<file path="src/rtl/mod_mul_pow2_pkg.sv">
// Shared constants and FSM encoding for the modular multiply-by-power-of-two block.
// The prime modulus CHAR is a compile-time constant; operands are DEFAULT_WORD_SIZE bits wide.
package mod_mul_pow2_pkg;

   localparam int DEFAULT_WORD_SIZE  = 8;
   localparam int CHAR               = 251;
   localparam int MUL_POW2_CNT_WIDTH = 8;

   typedef enum logic [1:0] {
      IDLE = 2'd0,
      RUN  = 2'd1,
      DONE = 2'd2
   } state_e;

endpackage

</file>
<file path="src/rtl/mod_mul_pow2_mul2.sv">
// Combinational modular doubling: c = 2*a mod P for a < P.
// One adder forms 2a - P; its borrow bit selects between 2a and 2a - P.
module mod_mul_pow2_mul2
   import mod_mul_pow2_pkg::*;
#(
   parameter int                   WORD_SIZE = DEFAULT_WORD_SIZE,
   parameter logic [WORD_SIZE-1:0] P         = WORD_SIZE'(CHAR)
) (
   input  logic [WORD_SIZE-1:0] a,
   output logic [WORD_SIZE-1:0] c
);

   logic [WORD_SIZE:0] d_s;
   logic [WORD_SIZE:0] t_s;

   // Double, subtract P once, keep the non-negative candidate
   always_comb begin
      d_s = {a, 1'b0};
      t_s = d_s + {1'b1, ~P} + {{WORD_SIZE{1'b0}}, 1'b1};
      if (t_s[WORD_SIZE]) begin
         c = d_s[WORD_SIZE-1:0];
      end else begin
         c = t_s[WORD_SIZE-1:0];
      end
   end

endmodule

</file>
<file path="src/rtl/mod_mul_pow2.sv">
// Computes c = a * 2^k mod CHAR by iterated modular doubling behind a valid/ready handshake.
// Define MUL_POW2_DUAL_STEP_EN to apply two chained doublings per RUN cycle.
module mod_mul_pow2
   import mod_mul_pow2_pkg::*;
#(
   parameter int WORD_SIZE = DEFAULT_WORD_SIZE,
   parameter int CNT_WIDTH = MUL_POW2_CNT_WIDTH
) (
   input  logic                 clk,
   input  logic                 rst,
   input  logic                 in_valid,
   output logic                 in_ready,
   input  logic [WORD_SIZE-1:0] a,
   input  logic [CNT_WIDTH-1:0] k,
   output logic                 out_valid,
   input  logic                 out_ready,
   output logic [WORD_SIZE-1:0] c
);

   localparam logic [WORD_SIZE-1:0] P_MOD    = WORD_SIZE'(CHAR);
   localparam logic [CNT_WIDTH-1:0] CNT_ZERO = {CNT_WIDTH{1'b0}};
   localparam logic [CNT_WIDTH-1:0] CNT_ONE  = CNT_WIDTH'(32'd1);

   state_e                 state_q, state_d;
   logic [WORD_SIZE-1:0]   x_q, x_d;
   logic [CNT_WIDTH-1:0]   cnt_q, cnt_d;
   logic [WORD_SIZE-1:0]   c_q, c_d;
   logic                   out_valid_q, out_valid_d;
   logic                   in_ready_q, in_ready_d;
   logic                   accept_s;
   logic                   handshake_s;
   logic [WORD_SIZE-1:0]   dbl1_s;

   mod_mul_pow2_mul2 #(.WORD_SIZE(WORD_SIZE), .P(P_MOD)) u_mul2_a (
      .a (x_q),
      .c (dbl1_s)
   );

`ifdef MUL_POW2_DUAL_STEP_EN
   localparam logic [CNT_WIDTH-1:0] CNT_TWO = CNT_WIDTH'(32'd2);
   logic [WORD_SIZE-1:0] dbl2_s;

   mod_mul_pow2_mul2 #(.WORD_SIZE(WORD_SIZE), .P(P_MOD)) u_mul2_b (
      .a (dbl1_s),
      .c (dbl2_s)
   );
`endif

   // Next-state, datapath and registered-output logic
   always_comb begin
      state_d     = state_q;
      x_d         = x_q;
      cnt_d       = cnt_q;
      c_d         = {WORD_SIZE{1'b0}};
      out_valid_d = 1'b0;
      accept_s    = in_valid && in_ready_q;
      handshake_s = out_valid_q && out_ready;

      case (state_q)
         IDLE: begin
            if (accept_s) begin
               x_d   = a;
               cnt_d = k;
               if (k != CNT_ZERO) begin
                  state_d = RUN;
               end else begin
                  state_d = DONE;
               end
            end else begin
               state_d = IDLE;
            end
         end
         RUN: begin
`ifdef MUL_POW2_DUAL_STEP_EN
            // Two doublings while at least two remain; a lone odd step finishes with one
            if (cnt_q >= CNT_TWO) begin
               x_d   = dbl2_s;
               cnt_d = cnt_q - CNT_TWO;
            end else begin
               x_d   = dbl1_s;
               cnt_d = cnt_q - CNT_ONE;
            end
            if (cnt_q <= CNT_TWO) begin
               state_d = DONE;
            end else begin
               state_d = RUN;
            end
`else
            x_d   = dbl1_s;
            cnt_d = cnt_q - CNT_ONE;
            if (cnt_q == CNT_ONE) begin
               state_d = DONE;
            end else begin
               state_d = RUN;
            end
`endif
         end
         DONE: begin
            // The first DONE cycle loads the result; it then holds until accepted
            if (handshake_s) begin
               state_d = IDLE;
            end else begin
               state_d     = DONE;
               out_valid_d = 1'b1;
               c_d         = x_q;
            end
         end
         default: begin
            state_d = IDLE;
         end
      endcase

      in_ready_d = (state_d == IDLE);
   end

   // State and output registers with synchronous reset
   always_ff @(posedge clk) begin
      if (rst) begin
         state_q     <= IDLE;
         x_q         <= {WORD_SIZE{1'b0}};
         cnt_q       <= CNT_ZERO;
         c_q         <= {WORD_SIZE{1'b0}};
         out_valid_q <= 1'b0;
         in_ready_q  <= 1'b1;
      end else begin
         state_q     <= state_d;
         x_q         <= x_d;
         cnt_q       <= cnt_d;
         c_q         <= c_d;
         out_valid_q <= out_valid_d;
         in_ready_q  <= in_ready_d;
      end
   end

   assign in_ready  = in_ready_q;
   assign out_valid = out_valid_q;
   assign c         = c_q;

endmodule
</file>
<file path="config.mk">
export PLATFORM = sky130hd
export DESIGN_NAME = mod_mul_pow2
export DESIGN_NICKNAME = d
export VERILOG_FILES = /design/src/rtl/mod_mul_pow2_pkg.sv /design/src/rtl/mod_mul_pow2_mul2.sv /design/src/rtl/mod_mul_pow2.sv
export SDC_FILE = /design/constraint.sdc
export NUM_CORES = 1
export LEC_CHECK = 0
export ABC_AREA = 1
export CORE_MARGIN = 2
export CORE_UTILIZATION = 50
export DETAILED_ROUTE_END_ITERATION = 6
export DONT_BUFFER_PORTS = 1
export GPL_TIMING_DRIVEN = 0
export PLACE_DENSITY_LB_ADDON = 0.08
export REMOVE_ABC_BUFFERS = 1
export SLEW_MARGIN = 10
export SYNTH_ARGS = -nofsm -noshare
export SYNTH_HDL_FRONTEND = slang
export SYNTH_HIERARCHICAL = 1
export SYNTH_SLANG_ARGS = --single-unit
</file>
<file path="constraint.sdc">
create_clock -name clk -period 1.3 [get_ports clk]
set_input_delay 0.26 -clock clk [delete_from_list [all_inputs] [get_ports clk]]
set_output_delay 0.26 -clock clk [all_outputs]
set_load 0.005 [all_outputs]
</file>
==> summary.txt, run 1 <==
Outcome
  – Status: complete, but fails checks
  – Violated checks: negative setup slack

Layout
  – Non-filler cells in the finished layout: 272
  – # diodes: 0
  – Share of cells above drive strength 1: 18.83%
  – Fillers: 276
  – Area Growth Syn to Fin: 13.61%
  – Multi-input combinational cell area: 877.1 µm²
  – Finished Core Util: 58.79%
  – Sequential cell area: 580.6 µm²
  – Final instance area: 1765 µm²
  – Nets@finish: 263

Setup path
  – Worst setup SP type: flop
  – Worst path slowest cell: dfxtp_2
  – Critical-path maximum fanout: 6
  – Worst EP required: 1.56 ns
  – Most used cell, CP: nand2_1
  – Crit path capture type: flop
  – Capturing point of the worst reg2reg path: x_q[4]
  – Crit-path max cell delay: 0.42 ns
  – Worst r2r src: x_q[5]
  – Crit Path Category: reg2reg
  – Worst path cell trace: nand2_1 -> inv_1 -> nand3_4 -> nand2_4 -> nand2_1 -> nand2_1 -> nand2_1 -> a31oi_1
  – Worst path arrival time: 1.57 ns
  – Reg2Reg Setup Slack: -0.01 ns
  – R2R cell count: 8

Floorplanning
  – Core ar.: 3003 µm²
  – Boundary Pins: 30
  – # rows: 20
  – Die footprint: 3570 µm²
  – Die W: 59.75 µm
  – Die Height: 59.75 µm
  – Initial core utilization: 51.75%

Yosys
  – Post-Syn Instances: 227
  – Yosys warns: 6
  – Post-synth top flop: dfxtp_1
  – Synth cell types: 29
  – Post-synth EDFFs: 0
  – Mapped Avg Cell Area: 6.846 µm²
  – #FFs+latches synth: 28
  – Synth async-reset ratio: 0%
  – Post-synthesis cell area: 1554 µm²
  – Sequential area share after synthesis: 36.07%

Drt
  – Overall routed net length: 3.653 mm
  – Detailed Routing Iterations Pass 1: 5
  – Wire per inst: 13.43 µm
  – Avg Vias per Cell: 5.426
  – Top sig layer: met4
  – Total number of vias: 1,476
  – Metal3 WL: 128 µm
  – DRC violations left: 0
  – Routed wl met2: 1.630 mm
  – Metal1 wirelength: 1.874 mm
  – Drt initial violations: 113
  – Number of routed nets with antenna violations: 0

Power
  – Max rail drop VDD: 0.6576 mV
  – Pwr dens: 1329 nW/µm²
  – Pwr Total: 2.347 mW
  – Leakage: 0.7514 nW

Clocking
  – CTS tree: yes
  – Clock Root Buffer: clkbuf_4
  – Clock Latency Late Sink: 0.33 ns
  – Clock slew seen by the registers of the worst setup and hold paths: 0.16 ns
  – H-tree levels: 1
  – CTS buffer count: 3
  – TritonCTS Sinks: 28
  – Longest Clk Path Bufs: 2

Job
  – Max Cap Viol: 0

STA
  – Fin crit period: 1.312 ns
  – Final Max Tran Viols: 0
  – Max Fclk: 762.1 MHz
  – Worst Skew: 0.01115 ns
  – Period utilisation layout: 100.9%
  – Worst-Margin Slew: 0.3924 ns
  – Min setup slack post-route: -0.01208 ns
  – RSZ-0062 raised after global routing: yes
  – Final setup viols: 2
  – Fin. Hold Viols: 0
  – Worst slew margin: 73.81%

Placed design
  – Port Buf Inserts: 0
  – Placed instance area: 1551 µm²
  – Final Wtd Congestion: 0.7839
  – Pre-CTS WS: -0.2680 ns
  – Dpl cells: 254
  – HPWL Detailed: 2.413 mm

Min path
  – Type of the worst min-delay path: in2reg
  – Hold endpoint: x_q[2]
  – WHS Path Cells: 2
  – Hold path start: a[2]

Global routing
  – First-pass GRT wire length: 5.940 mm
  – Vias in the first global route: 1,334
  – Pin count of the biggest net entering global routing: 18
  – Initial antenna violation count: 0
  – Gr ovfl total: 0
  – Gr usage total: 21.65%
## kinds of logic after synthesis
family	count (synthesis)	share of synthesized area (%)
buf+inv	41	11.43
flops	28	36.07
simple gates	110	32.61
xor+xnor	3	1.691
compound gates	42	15.78
fa+ha+maj	3	2.416
## what timing repair did
action	CTS	global route
hold buffers	1	0
setup endpoints to repair	14	17
pin swaps	7	6
gates cloned	0	2
buffers inserted	8	3
resized for setup	13	12
endpoints found under the hold margin	8	0
## placed cells by master, fill, tap and decap left out, drive strengths merged
cell type	count
nor3	1
o21bai	1
xor2	2
xnor2	1
clkbuf	4
nand3	25
buf	11
nand4	4
a31oi	9
a21oi	8
ha	3
inv	35
nand2	57
dlygate4sd3	1
o21ai	23
nor2	25
o211ai	1
dfxtp	28
## sequential cells by signal, summed over array words and instances (netlist names)
| name | cells |
|---|---|
| in_ready | 1 |
| state_q | 2 |
| c | 8 |
| out_valid | 1 |
| cnt_q | 8 |
| x_q | 8 |
## cell type report
| cell class | count | share of cell area (%) |
|---|---|---|
| tap | 33 | 2.339 |
| clock buffer | 4 | 2.055 |
| sequential | 28 | 32.88 |
| multi-input combinational | 160 | 49.68 |
| inverter | 35 | 7.583 |
| timing repair buffer | 12 | 5.457 |
## worst max path at each step
stage | startpoint | slack [ns] | end
after floorplan | x_q[1] | -0.07 | x_q[5]
after global placement | x_q[1] | -0.28 | x_q[7]
after detailed placement | state_q[0] | -0.27 | cnt_q[0]
after CTS | x_q[2] | -0.03 | x_q[7]
after global routing | x_q[2] | -0.11 | x_q[7]
final | x_q[5] | -0.01 | x_q[4]
## metal layers
metal | track usage, % | vias to the layer above
met4 | 7.302 | 0
met3 | 2.814 | 2
met5 | 0 | -
li1 | - | 761
met2 | 32.76 | 26
met1 | 31.48 | 687
## cell usage after synthesis, types with 2 or more instances
master | instances | area share [%]
nand2_4 | 2 | 1.4
nor2_4 | 2 | 1.4
o21ai_0 | 19 | 6.1
nand3_2 | 2 | 1.3
ha_1 | 3 | 2.4
inv_1 | 32 | 7.7
dfxtp_1 | 28 | 36
xor2_1 | 2 | 1.1
nor2_1 | 23 | 5.6
inv_2 | 2 | 0.48
nand2_1 | 54 | 13
buf_6 | 2 | 1.4
a31oi_1 | 9 | 3.6
nand3_1 | 21 | 6.8
o21ai_2 | 2 | 1.1
nand4_1 | 4 | 1.6
a21oi_1 | 8 | 2.6
## per-stage QoR
stage	hold WS [ns]	TNS, ns
finish	0.05966	-0.01477
global route	0.04942	-0.6236
CTS	0.05495	-0.1046
detailed placement	0.3327	-2.807
global placement	0.3315	-2.671
floorplan	0.3291	-0.3072
## worst max-delay path: cells and delay by family (launching register included)
kind            cells  cell delay (ns)
flops               1             0.42
compound gates      1             0.14
buf+inv             1             0.14
simple gates        6             0.54
## report_power, final
group | internal [mW] | leakage, nW | switching, mW
sequential | 0.969 | 0.234 | 0.141
combinational | 0.330 | 0.497 | 0.479
clock | 0.171 | 0.0210 | 0.257
Note: power is estimated with default switching activity, not from simulation.
==> run 2: changes to the inputs <==
- clock period: 1.3 -> 1.63 ns (I/O delays scaled with it)
==> run 2 against run 1 <==
The flow now finishes without violations. Sequential share of layout area grew 1.5 points. Hold slack worse by 0.0065 ns. Non-clock buffer count down 6.
==> summary.txt, run 2 (synthesis gave the netlist of run 1 again) <==
Outcome
  – Status: finished, final reports clean

Setup path
  – Most used cell, CP: nand2_1
  – Worst path slowest cell: dfxtp_2
  – Worst EP required: 1.90 ns
  – Worst path arrival time: 1.74 ns
  – Critical-path maximum fanout: 6
  – Crit-path max cell delay: 0.41 ns
  – Worst path depth: 9
  – CP top delay family: simple AND/OR/NAND/NOR gates
  – Crit path capture type: flop
  – R2R cell count: 9
  – CP Buf/Inv Count: 1
  – Worst setup SP type: flop
  – Worst path cell trace: ha_2 -> inv_1 -> nor2_4 -> nand3_4 -> nand2_4 -> nand2_1 -> nand2_1 -> nand2_1 -> a31oi_1
  – Crit Path Category: reg2reg

Min path
  – Type of the worst min-delay path: in2reg
  – WHS Path Cells: 1

Drt
  – Number of routed nets with antenna violations: 0
  – Wire per inst: 12.40 µm
  – Drt initial violations: 99
  – Total number of vias: 1,410
  – Avg Vias per Cell: 5.341
  – Detailed Routing Iterations Pass 1: 4
  – DRC violations left: 0
  – Overall routed net length: 3.274 mm

Layout
  – Share of cells above drive strength 1: 11.26%
  – Finished Core Util: 54.54%
  – Commonest non-fill, non-tap cell in the layout: nand2_1
  – Most frequent cells in the layout: nand2_1, inv_1, dfxtp_1
  – Area Growth Syn to Fin: 5.395%
  – Sequential cell area: 563.0 µm²
  – # diodes: 0
  – Fillers: 303
  – Nets@finish: 255
  – Multi-input combinational cell area: 818.3 µm²

STA
  – Final TNS setup: 0 ns
  – Hold_ws: 0.05320 ns
  – Fin crit period: 1.473 ns
  – Final setup viols: 0
  – Worst Skew: 0.008526 ns
  – Final Max Tran Viols: 0
  – Fin. Hold Viols: 0
  – Worst slew margin: 75.34%
  – Max Fclk: 678.9 MHz
  – Worst-Margin Slew: 0.3695 ns
  – Period utilisation layout: 90.36%
  – RSZ-0062 raised after global routing: no

Floorplanning
  – Core ar.: 3003 µm²
  – # rows: 20
  – Die W: 59.75 µm
  – Die footprint: 3570 µm²
  – Boundary Pins: 30
  – Die Height: 59.75 µm
  – Initial core utilization: 51.75%

Placed design
  – Port Buf Inserts: 0
  – HPWL Detailed: 2.413 mm
  – Final Wtd Congestion: 0.7839

Global routing
  – Pin count of the biggest net entering global routing: 19
  – Vias in the first global route: 1,291
  – Gr ovfl total: 0
  – First-pass GRT wire length: 5.685 mm
  – Initial antenna violation count: 0
  – Gr usage total: 20.67%

Job
  – Max Cap Viol: 0

Clocking
  – TritonCTS Sinks: 28
  – Longest Clk Path Bufs: 2
  – Clock Latency Late Sink: 0.32 ns
  – Clock Root Buffer: clkbuf_4
  – H-tree levels: 1
  – CTS buffer count: 3
  – Post-CTS Hold Buffers: 0
  – CTS tree: yes
  – Clock slew seen by the registers of the worst setup and hold paths: 0.15 ns

Power
  – Max rail drop VDD: 0.4309 mV
  – Pwr dens: 1067 nW/µm²
  – Leakage: 0.7067 nW
## run 2: cell count changes in the layout (fill, tap and decap cells not counted), sizes merged
| cell | delta |
|---|---|
| nand2 | -1 |
| dlygate4sd3 | -1 |
| nand3 | -1 |
| buf | -5 |
## run 2: final cells by class
type	count	share of cell area, %
multi-input cells	158	49.96
flip-flops and latches	28	34.38
inverters	35	8.174
repair buffers	6	2.750
well taps	33	2.521
clock buffers	4	2.215
## run 2: worst reg2reg max path: stages (launching register included)
cell and delay [ns]:
dfxtp_2 0.41, ha_2 0.23, inv_1 0.08, nor2_4 0.15, nand3_4 0.12, nand2_4 0.11, nand2_1 0.05, nand2_1 0.05
nand2_1 0.06, a31oi_1 0.15
## run 2: routing by layer
metal  up-vias  GRT usage, %  share of wire, %  routed length [µm]
li1        739             -                 -                   -
met1       623         30.03                50                1643
met2        46         31.06                43                1423
met3         2         2.814               5.7                 186
met4         0         7.302              0.61                  20
met5         -             0                 0                   0
## run 2: power breakdown
part	leakage [nW]	switching, mW	total (mW)	internal (mW)
logic	0.455	0.334	0.540	0.206
registers	0.230	0.106	0.871	0.765
clock network	0.0210	0.200	0.337	0.137
## run 2: stage by stage
step	power, mW	instance area, µm²	setup slack, ns	instances
CTS	1.723	1588	0.01996	258
detailed placement	1.387	1551	0.06204	254
floorplan	1.270	1510	0.2627	221
global placement	1.373	1551	0.05289	254
global route	1.904	1638	0.003207	264
finish	1.748	1638	0.1571	264
## run 2: final timing paths
path                from  endpoint  slack (ns)
setup / recovery  x_q[1]    x_q[7]        0.16
hold reg to reg   x_q[0]      c[0]        0.47
hold / removal       rst  cnt_q[7]        0.05
setup reg to reg  x_q[1]    x_q[7]        0.16
## run 2: timing repair
action	4_1_cts	5_1_grt
setup buffers	0	6
setup endpoints to repair	0	13
resized for setup	0	3
